<file path="config.mk">
export PLATFORM = sky130hd
export DESIGN_NAME = mem_port_arbiter
export DESIGN_NICKNAME = d
export VERILOG_FILES = /design/src/rtl/mem_bus_pkg.sv /design/src/rtl/mem_lane_steer.sv /design/src/rtl/mem_port_arbiter.sv
export SDC_FILE = /design/constraint.sdc
export NUM_CORES = 1
export LEC_CHECK = 0
export ABC_CLOCK_PERIOD_IN_PS = 2200
export CAP_MARGIN = 0
export CORE_AREA = 2 2 98 100
export CTS_CLUSTER_SIZE = 24
export DETAILED_ROUTE_END_ITERATION = 12
export DIE_AREA = 0 0 100 102
export PLACE_DENSITY_LB_ADDON = 0.25
export SLEW_MARGIN = 20
export SYNTH_ARGS = -nofsm -noshare
export SYNTH_HDL_FRONTEND = slang
export SYNTH_SLANG_ARGS = --single-unit
</file>
<file path="constraint.sdc">
create_clock -name clock -period 2.2 [get_ports clock]
set_input_delay 0.44 -clock clock [delete_from_list [all_inputs] [get_ports clock]]
set_output_delay 0.44 -clock clock [all_outputs]
set_load 0.02 [all_outputs]
</file>
<file path="src/rtl/mem_bus_pkg.sv">
// mem_bus_pkg
// Shared definitions for the instruction/data memory port arbiter:
//   - access width codes carried on d_width
//   - default null-pointer guard limit
//   - owner encoding and the registered response tag
package mem_bus_pkg;

   localparam logic [1:0]  WIDTH_BYTE = 2'd0;
   localparam logic [1:0]  WIDTH_HALF = 2'd1;
   localparam logic [1:0]  WIDTH_WORD = 2'd2;

   localparam logic [31:0] NULL_LIMIT_DEFAULT = 32'h0000_0100;

   typedef enum logic {
      OWNER_I = 1'b0,
      OWNER_D = 1'b1
   } owner_e;

   // Everything needed one cycle after the grant to route and shape the
   // memory read data back to the right requester.
   typedef struct packed {
      owner_e     owner;
      logic [1:0] tail;
      logic [1:0] width;
      logic       we;
      logic       error;
   } rsp_tag_t;

endpackage

</file>
<file path="src/rtl/mem_lane_steer.sv">
// mem_lane_steer
// Purely combinational byte-lane steering for a 32-bit word memory.
// Write side: aligns right-justified write data onto its byte lanes and
// builds the byte write mask. Read side: shifts the addressed lanes down
// and zero-extends to the access width.
// Ports:
//   wr_width, wr_tail, wr_data  -> write request width code, addr[1:0], data
//   wr_mask, wr_lane_data       <- byte enables and lane-aligned write data
//   rd_width, rd_tail, rd_data  -> width code, addr[1:0] and raw memory word
//   rd_aligned                  <- right-aligned, zero-extended read data
module mem_lane_steer
   import mem_bus_pkg::*;
(
   input  logic [1:0]  wr_width,
   input  logic [1:0]  wr_tail,
   input  logic [31:0] wr_data,
   output logic [3:0]  wr_mask,
   output logic [31:0] wr_lane_data,
   input  logic [1:0]  rd_width,
   input  logic [1:0]  rd_tail,
   input  logic [31:0] rd_data,
   output logic [31:0] rd_aligned
);

   logic [31:0] rd_shifted;

   always_comb begin
      wr_lane_data = wr_data << {wr_tail, 3'b000};
      case (wr_width)
         WIDTH_BYTE: wr_mask = 4'b0001 << wr_tail;
         WIDTH_HALF: wr_mask = 4'b0011 << wr_tail;
         WIDTH_WORD: wr_mask = 4'b1111;
         default:    wr_mask = 4'b0000;
      endcase
   end

   always_comb begin
      rd_shifted = rd_data >> {rd_tail, 3'b000};
      case (rd_width)
         WIDTH_BYTE: rd_aligned = {24'h0, rd_shifted[7:0]};
         WIDTH_HALF: rd_aligned = {16'h0, rd_shifted[15:0]};
         WIDTH_WORD: rd_aligned = rd_shifted;
         default:    rd_aligned = 32'h0;
      endcase
   end

endmodule

</file>
<file path="src/rtl/mem_port_arbiter.sv">
// mem_port_arbiter
// Shares one single-port synchronous RAM (1-cycle read latency) between an
// instruction-fetch port and a data port. Data has priority; a streak
// counter forces a fetch grant after MAX_DATA_STREAK consecutive data
// grants while a fetch is waiting. Every accepted access returns exactly
// one cycle later, including rejected ones.
// Ports:
//   clock, reset (async, active low)
//   i_req/i_addr -> i_ready (comb grant), i_valid/i_rdata (response)
//   d_req/d_we/d_width/d_addr/d_wdata -> d_ready (comb grant),
//                                        d_valid/d_rdata/d_error (response)
//   mem_en/mem_we/mem_addr/mem_wmask/mem_wdata -> RAM, mem_rdata <- RAM
module mem_port_arbiter
   import mem_bus_pkg::*;
#(
   parameter int unsigned MEM_WORDS       = 16384,
   parameter logic [31:0] NULL_LIMIT      = NULL_LIMIT_DEFAULT,
   parameter int unsigned MAX_DATA_STREAK = 4
) (
   input  logic                         clock,
   input  logic                         reset,
   input  logic                         i_req,
   input  logic [31:0]                  i_addr,
   output logic                         i_ready,
   output logic                         i_valid,
   output logic [31:0]                  i_rdata,
   input  logic                         d_req,
   input  logic                         d_we,
   input  logic [1:0]                   d_width,
   input  logic [31:0]                  d_addr,
   input  logic [31:0]                  d_wdata,
   output logic                         d_ready,
   output logic                         d_valid,
   output logic [31:0]                  d_rdata,
   output logic                         d_error,
   output logic                         mem_en,
   output logic                         mem_we,
   output logic [$clog2(MEM_WORDS)-1:0] mem_addr,
   output logic [3:0]                   mem_wmask,
   output logic [31:0]                  mem_wdata,
   input  logic [31:0]                  mem_rdata
);

   localparam int          AW         = $clog2(MEM_WORDS);
   localparam int          SW         = $clog2(MAX_DATA_STREAK + 1);
   localparam logic [SW-1:0] STREAK_MAX = SW'(MAX_DATA_STREAK);
   // One bit wider than the address so MEM_WORDS*4 == 2^32 still compares.
   localparam logic [32:0] MEM_BYTES  = 33'(MEM_WORDS) << 2;

   logic          grant_i;
   logic          grant_d;
   logic [SW-1:0] streak;

   logic          i_oor;
   logic          d_oor;
   logic          d_null;
   logic          d_bad_width;
   logic          d_misalign;
   logic          d_err;
   logic [1:0]    d_tail;

   logic          rsp_valid;
   rsp_tag_t      rsp_tag;
   rsp_tag_t      tag_next;

   logic [3:0]    steer_wmask;
   logic [31:0]   steer_wdata;
   logic [31:0]   steer_rdata;

   // Arbitration: data first unless fetch has waited a full streak.
   always_comb begin
      grant_i = i_req && (!d_req || (streak == STREAK_MAX));
      grant_d = d_req && !grant_i;
   end

   assign i_ready = grant_i;
   assign d_ready = grant_d;

   always_ff @(posedge clock or negedge reset) begin
      if (!reset) begin
         streak <= '0;
      end else if (grant_i || !i_req) begin
         streak <= '0;
      end else if (grant_d && (streak != STREAK_MAX)) begin
         streak <= streak + 1'b1;
      end
   end

   // Request checks
   always_comb begin
      d_tail      = d_addr[1:0];
      i_oor       = ({1'b0, i_addr} >= MEM_BYTES);
      d_oor       = ({1'b0, d_addr} >= MEM_BYTES);
      d_null      = (d_addr < NULL_LIMIT);
      d_bad_width = (d_width == 2'd3);
      d_misalign  = ((d_width == WIDTH_HALF) && (d_tail == 2'd3)) ||
                    ((d_width == WIDTH_WORD) && (d_tail != 2'd0));
      d_err       = d_oor || d_null || d_bad_width || d_misalign;
   end

   mem_lane_steer u_lane_steer (
      .wr_width     (d_width),
      .wr_tail      (d_tail),
      .wr_data      (d_wdata),
      .wr_mask      (steer_wmask),
      .wr_lane_data (steer_wdata),
      .rd_width     (rsp_tag.width),
      .rd_tail      (rsp_tag.tail),
      .rd_data      (mem_rdata),
      .rd_aligned   (steer_rdata)
   );

   // Memory issue. Rejected accesses never touch the RAM.
   always_comb begin
      mem_en    = 1'b0;
      mem_we    = 1'b0;
      mem_addr  = d_addr[2 +: AW];
      mem_wmask = 4'b0000;
      mem_wdata = 32'h0;
      if (grant_i) begin
         mem_en   = !i_oor;
         mem_addr = i_addr[2 +: AW];
      end else if (grant_d) begin
         mem_en = !d_err;
         mem_we = d_we && !d_err;
         if (d_we && !d_err) begin
            mem_wmask = steer_wmask;
            mem_wdata = steer_wdata;
         end
      end
   end

   // Response tag captured at grant; fetches are always whole words.
   always_comb begin
      tag_next.owner = grant_i ? OWNER_I : OWNER_D;
      tag_next.tail  = grant_i ? 2'd0 : d_tail;
      tag_next.width = grant_i ? WIDTH_WORD : d_width;
      tag_next.we    = grant_d && d_we;
      tag_next.error = grant_i ? i_oor : d_err;
   end

   always_ff @(posedge clock or negedge reset) begin
      if (!reset) begin
         rsp_valid <= 1'b0;
         rsp_tag   <= '0;
      end else begin
         rsp_valid <= grant_i || grant_d;
         rsp_tag   <= tag_next;
      end
   end

   // Responses. Rejected fetches and all writes return zero data.
   always_comb begin
      i_valid = rsp_valid && (rsp_tag.owner == OWNER_I);
      d_valid = rsp_valid && (rsp_tag.owner == OWNER_D);
      d_error = d_valid && rsp_tag.error;
      i_rdata = (i_valid && !rsp_tag.error) ? mem_rdata : 32'h0;
      d_rdata = (d_valid && !rsp_tag.error && !rsp_tag.we) ? steer_rdata : 32'h0;
   end

endmodule

</file>
==> flow_metrics.py <==
metrics = {
    "logic_synthesis": {
        "postSynth.asyncResetShare_pct": 100,
        "synth_area_per_cell_um2": 7.13,
        "netlist_instances": 312,
        "syn_area_um2": 2230,
        "synthFlopType": "dfrtp_1",
        "yosys.cell_count.top_type": "and2_1",
        "yosys_register_bits": 11,
        "synth-edff-count": 0,
        "syn-num-nets": 449,
        "synth_top_cell_by_area": "mux2i_1",
        "synth_top_area_share_pct": 14.8,
        "seq_area_frac_synth_pct": 12.4,
        "yosys-top-cells-count": "and2_1, nor2_1, mux2i_1",
        "yosys_warnings": 0,
        "yosys-top-cells-area": "mux2i_1, and2_1, dfrtp_1",
        "ys_types": 36,
    },
    "detailed_routing": {
        "via_per_inst": 4.91,
        "drt_wl_total_um": 12300,
        "first_iter_violations": 84,
        "first_pass_iters": 4,
        "post-route-drc-count": 0,
        "vias": 3640,
        "wl_per_cell_um": 16.6,
        "drtAntennaViolNets": 0,
    },
    "place": {
        "placedCellCount": 722,
        "gp_congestion": 0.907,
        "place_hpwl_um": 9290,
        "port_buffers": 253,
    },
    "floorplanning": {
        "fp.dieH_um": 102,
        "die-area_um2": 10200,
        "die_w_um": 100,
        "io_pins": 256,
        "coreArea_um2": 9110,
        "rows": 35,
        "initial_core_util_pct": 24.4,
    },
    "timing": {
        "min_period_over_period_pct": 108,
        "finClkSkew_ns": 0.00649,
        "grt_setup_unrepaired": "true",
        "slew_violations": 0,
        "finalSetupViolCount": 32,
        "holdWs_ns": 0.515,
        "max_freq_ghz": 0.421,
        "setup_ws_ns": -0.177,
        "finalHoldViolations": 0,
        "slew_headroom_pct": 67.8,
        "tightest_slew_ns": 0.480,
        "fin_crit_ns": 2.38,
    },
    "clock_tree": {
        "clockBufferDepth": 2,
        "cts_tree": "yes",
        "path_clk_slew_ns": 0.05,
        "cts_buffers": 3,
        "cts_max_level": 1,
        "cts-root-buf": "clkbuf_8",
        "clock_sinks": 11,
        "clk_latency_ns": 0.25,
        "postCtsHoldBufs": 0,
    },
    "power": {
        "power_density_nw_per_um2": 202,
        "p_total_uw": 1140,
        "leakagePower_uw": 0.00254,
        "irDropWorstVdd_mv": 0.156,
    },
    "global_route": {
        "grt_usage_pct": 22.3,
        "antenna_found_initial": 0,
        "grt_max_degree": 34,
        "grt_overflow": 0,
        "grt_pass1_wl_um": 18500,
        "grt_pass1_vias": 3736,
    },
    "run": {
        "maxCapViolations": 0,
    },
    "layout": {
        "drive_gt1_share_pct": 49.8,
        "antennaDiodeCount": 0,
        "nNetsFinal": 769,
        "stdcell_count": 742,
        "area_delta_synth_final_pct": 154,
    },
    "worst_setup_path": {
        "critical_path.max_fanout": 5,
        "rr_startpoint": "streak[1]",
        "cp-start-kind": "primary input",
        "worstReg2RegEnd": "rsp_tag[5]",
        "rrSetupSlack_ns": 0.70,
        "critPathArrivalTime_ns": 1.94,
        "worstPathRequired_ns": 1.76,
        "crit_type": "primary input to output port",
        "critPathCaptureType": "output port",
        "r2r_cells": 7,
        "crit_path_end": "mem_wdata[12]",
        "worstSetupStartpoint": "d_addr[17]",
    },
    "hold_path": {
        "hold_path_class": "primary input to asynchronous set/reset pin",
    },
    "outcome": {
        "violations": "negative setup slack",
        "status": "finished, violations left",
    },
}
## cell usage in the layout, fill, tap and decap left out, types with 3 or more instances in the layout
cell type and count:
clkdlybuf4s50_1 105, buf_4 86, clkbuf_2 51, and2_1 42, buf_6 38, nor2_1 36, mux2i_1 33, buf_2 33
a211oi_1 20, nor2b_1 19, mux2_2 15, a21oi_1 13, dfrtp_1 11, a211oi_2 10, and3_4 9, nor4_2 8
nand2_1 8, nor2_4 7, nor3_4 7, clkdlybuf4s15_1 7, buf_12 7, dlygate4sd2_1 5, and2_4 4, nor3_2 3
nor2_2 3, clkbuf_8 3, clkdlybuf4s15_2 3
## per-stage QoR
step                      TNS, ns  setup slack [ns]  util (%)  instance area, µm²
after floorplan            -0.565           -0.0814         -                2230
after global placement     -45.52            -0.934      58.8                5350
after detailed placement   -47.64            -0.978      58.8                5350
after CTS                   -3.47            -0.196      63.8                5810
after global routing        -6.03            -0.234      62.0                5640
final                       -3.81            -0.177      62.0                5640
## repair_timing
item                       in CTS  in global routing
setup endpoints to repair     118                110
resized for setup             573                140
gates cloned                    5                  0
setup buffers                   8                  4
pin swaps                      35                 16
## critical path, stage by stage
cell	delay, ns
buf_6	0.10
nor4_4	0.28
and4_4	0.28
nand4_4	0.12
buf_12	0.16
buf_16	0.13
buf_4	0.15
nor3_4	0.13
buf_6	0.14
## sequential cells by signal, indices dropped and copies added (netlist names)
name	count
streak	3
rsp_tag	7
rsp_valid	1
## report_power, final
| part | internal (µW) | total [µW] | switching, µW |
|---|---|---|---|
| Clock | 128 | 208 | 80.1 |
| Sequential | 212 | 219 | 6.60 |
| Combinational | 407 | 716 | 309 |
| Total | 747 | 1140 | 396 |
## cells by family (layout without fill, tap and decap cells)
kind of cell               after synthesis  count (layout)  synth area share, %
buffers and inverters                   29             347                 6.24
xor gates and xnor gates                 1               1                0.394
and+or+nand+nor                        166             166                 40.5
adders and majority gates                2               2                 1.12
muxes                                   48              48                 22.4
DFF                                     11              11                 12.4
AOI/OAI and AO/OA                       55              56                 17.0
## area by class of cell
type                       instances  area (µm²)
fill                             804        3460
timing repair buffer             337        2890
multi-input combinational        273        2270
sequential                        11         275
tap                              111         139
clock buffer                       4        45.0
inverter                           5        22.5
timing repair inverter             1        7.51
## worst min-delay path by stage
stage,slack [ns],end,depth (start not counted)
floorplan,0.14,rsp_tag[0],0
global placement,0.51,streak[0],2
detailed placement,0.51,streak[0],2
CTS,0.53,rsp_tag[6],1
global route,0.57,rsp_tag[6],1
finish,0.51,rsp_tag[6],1
## routing by layer
layer,share of wire [%],vias up,wire (µm),GRT usage (%)
met3,8.5,23,1050,5.27
li1,-,1755,-,-
met5,0,-,0,0
met4,2.8,0,339,8.11
met1,37,1681,4600,23.8
met2,51,181,6310,42.8
Power figures use the tool's default switching activity.
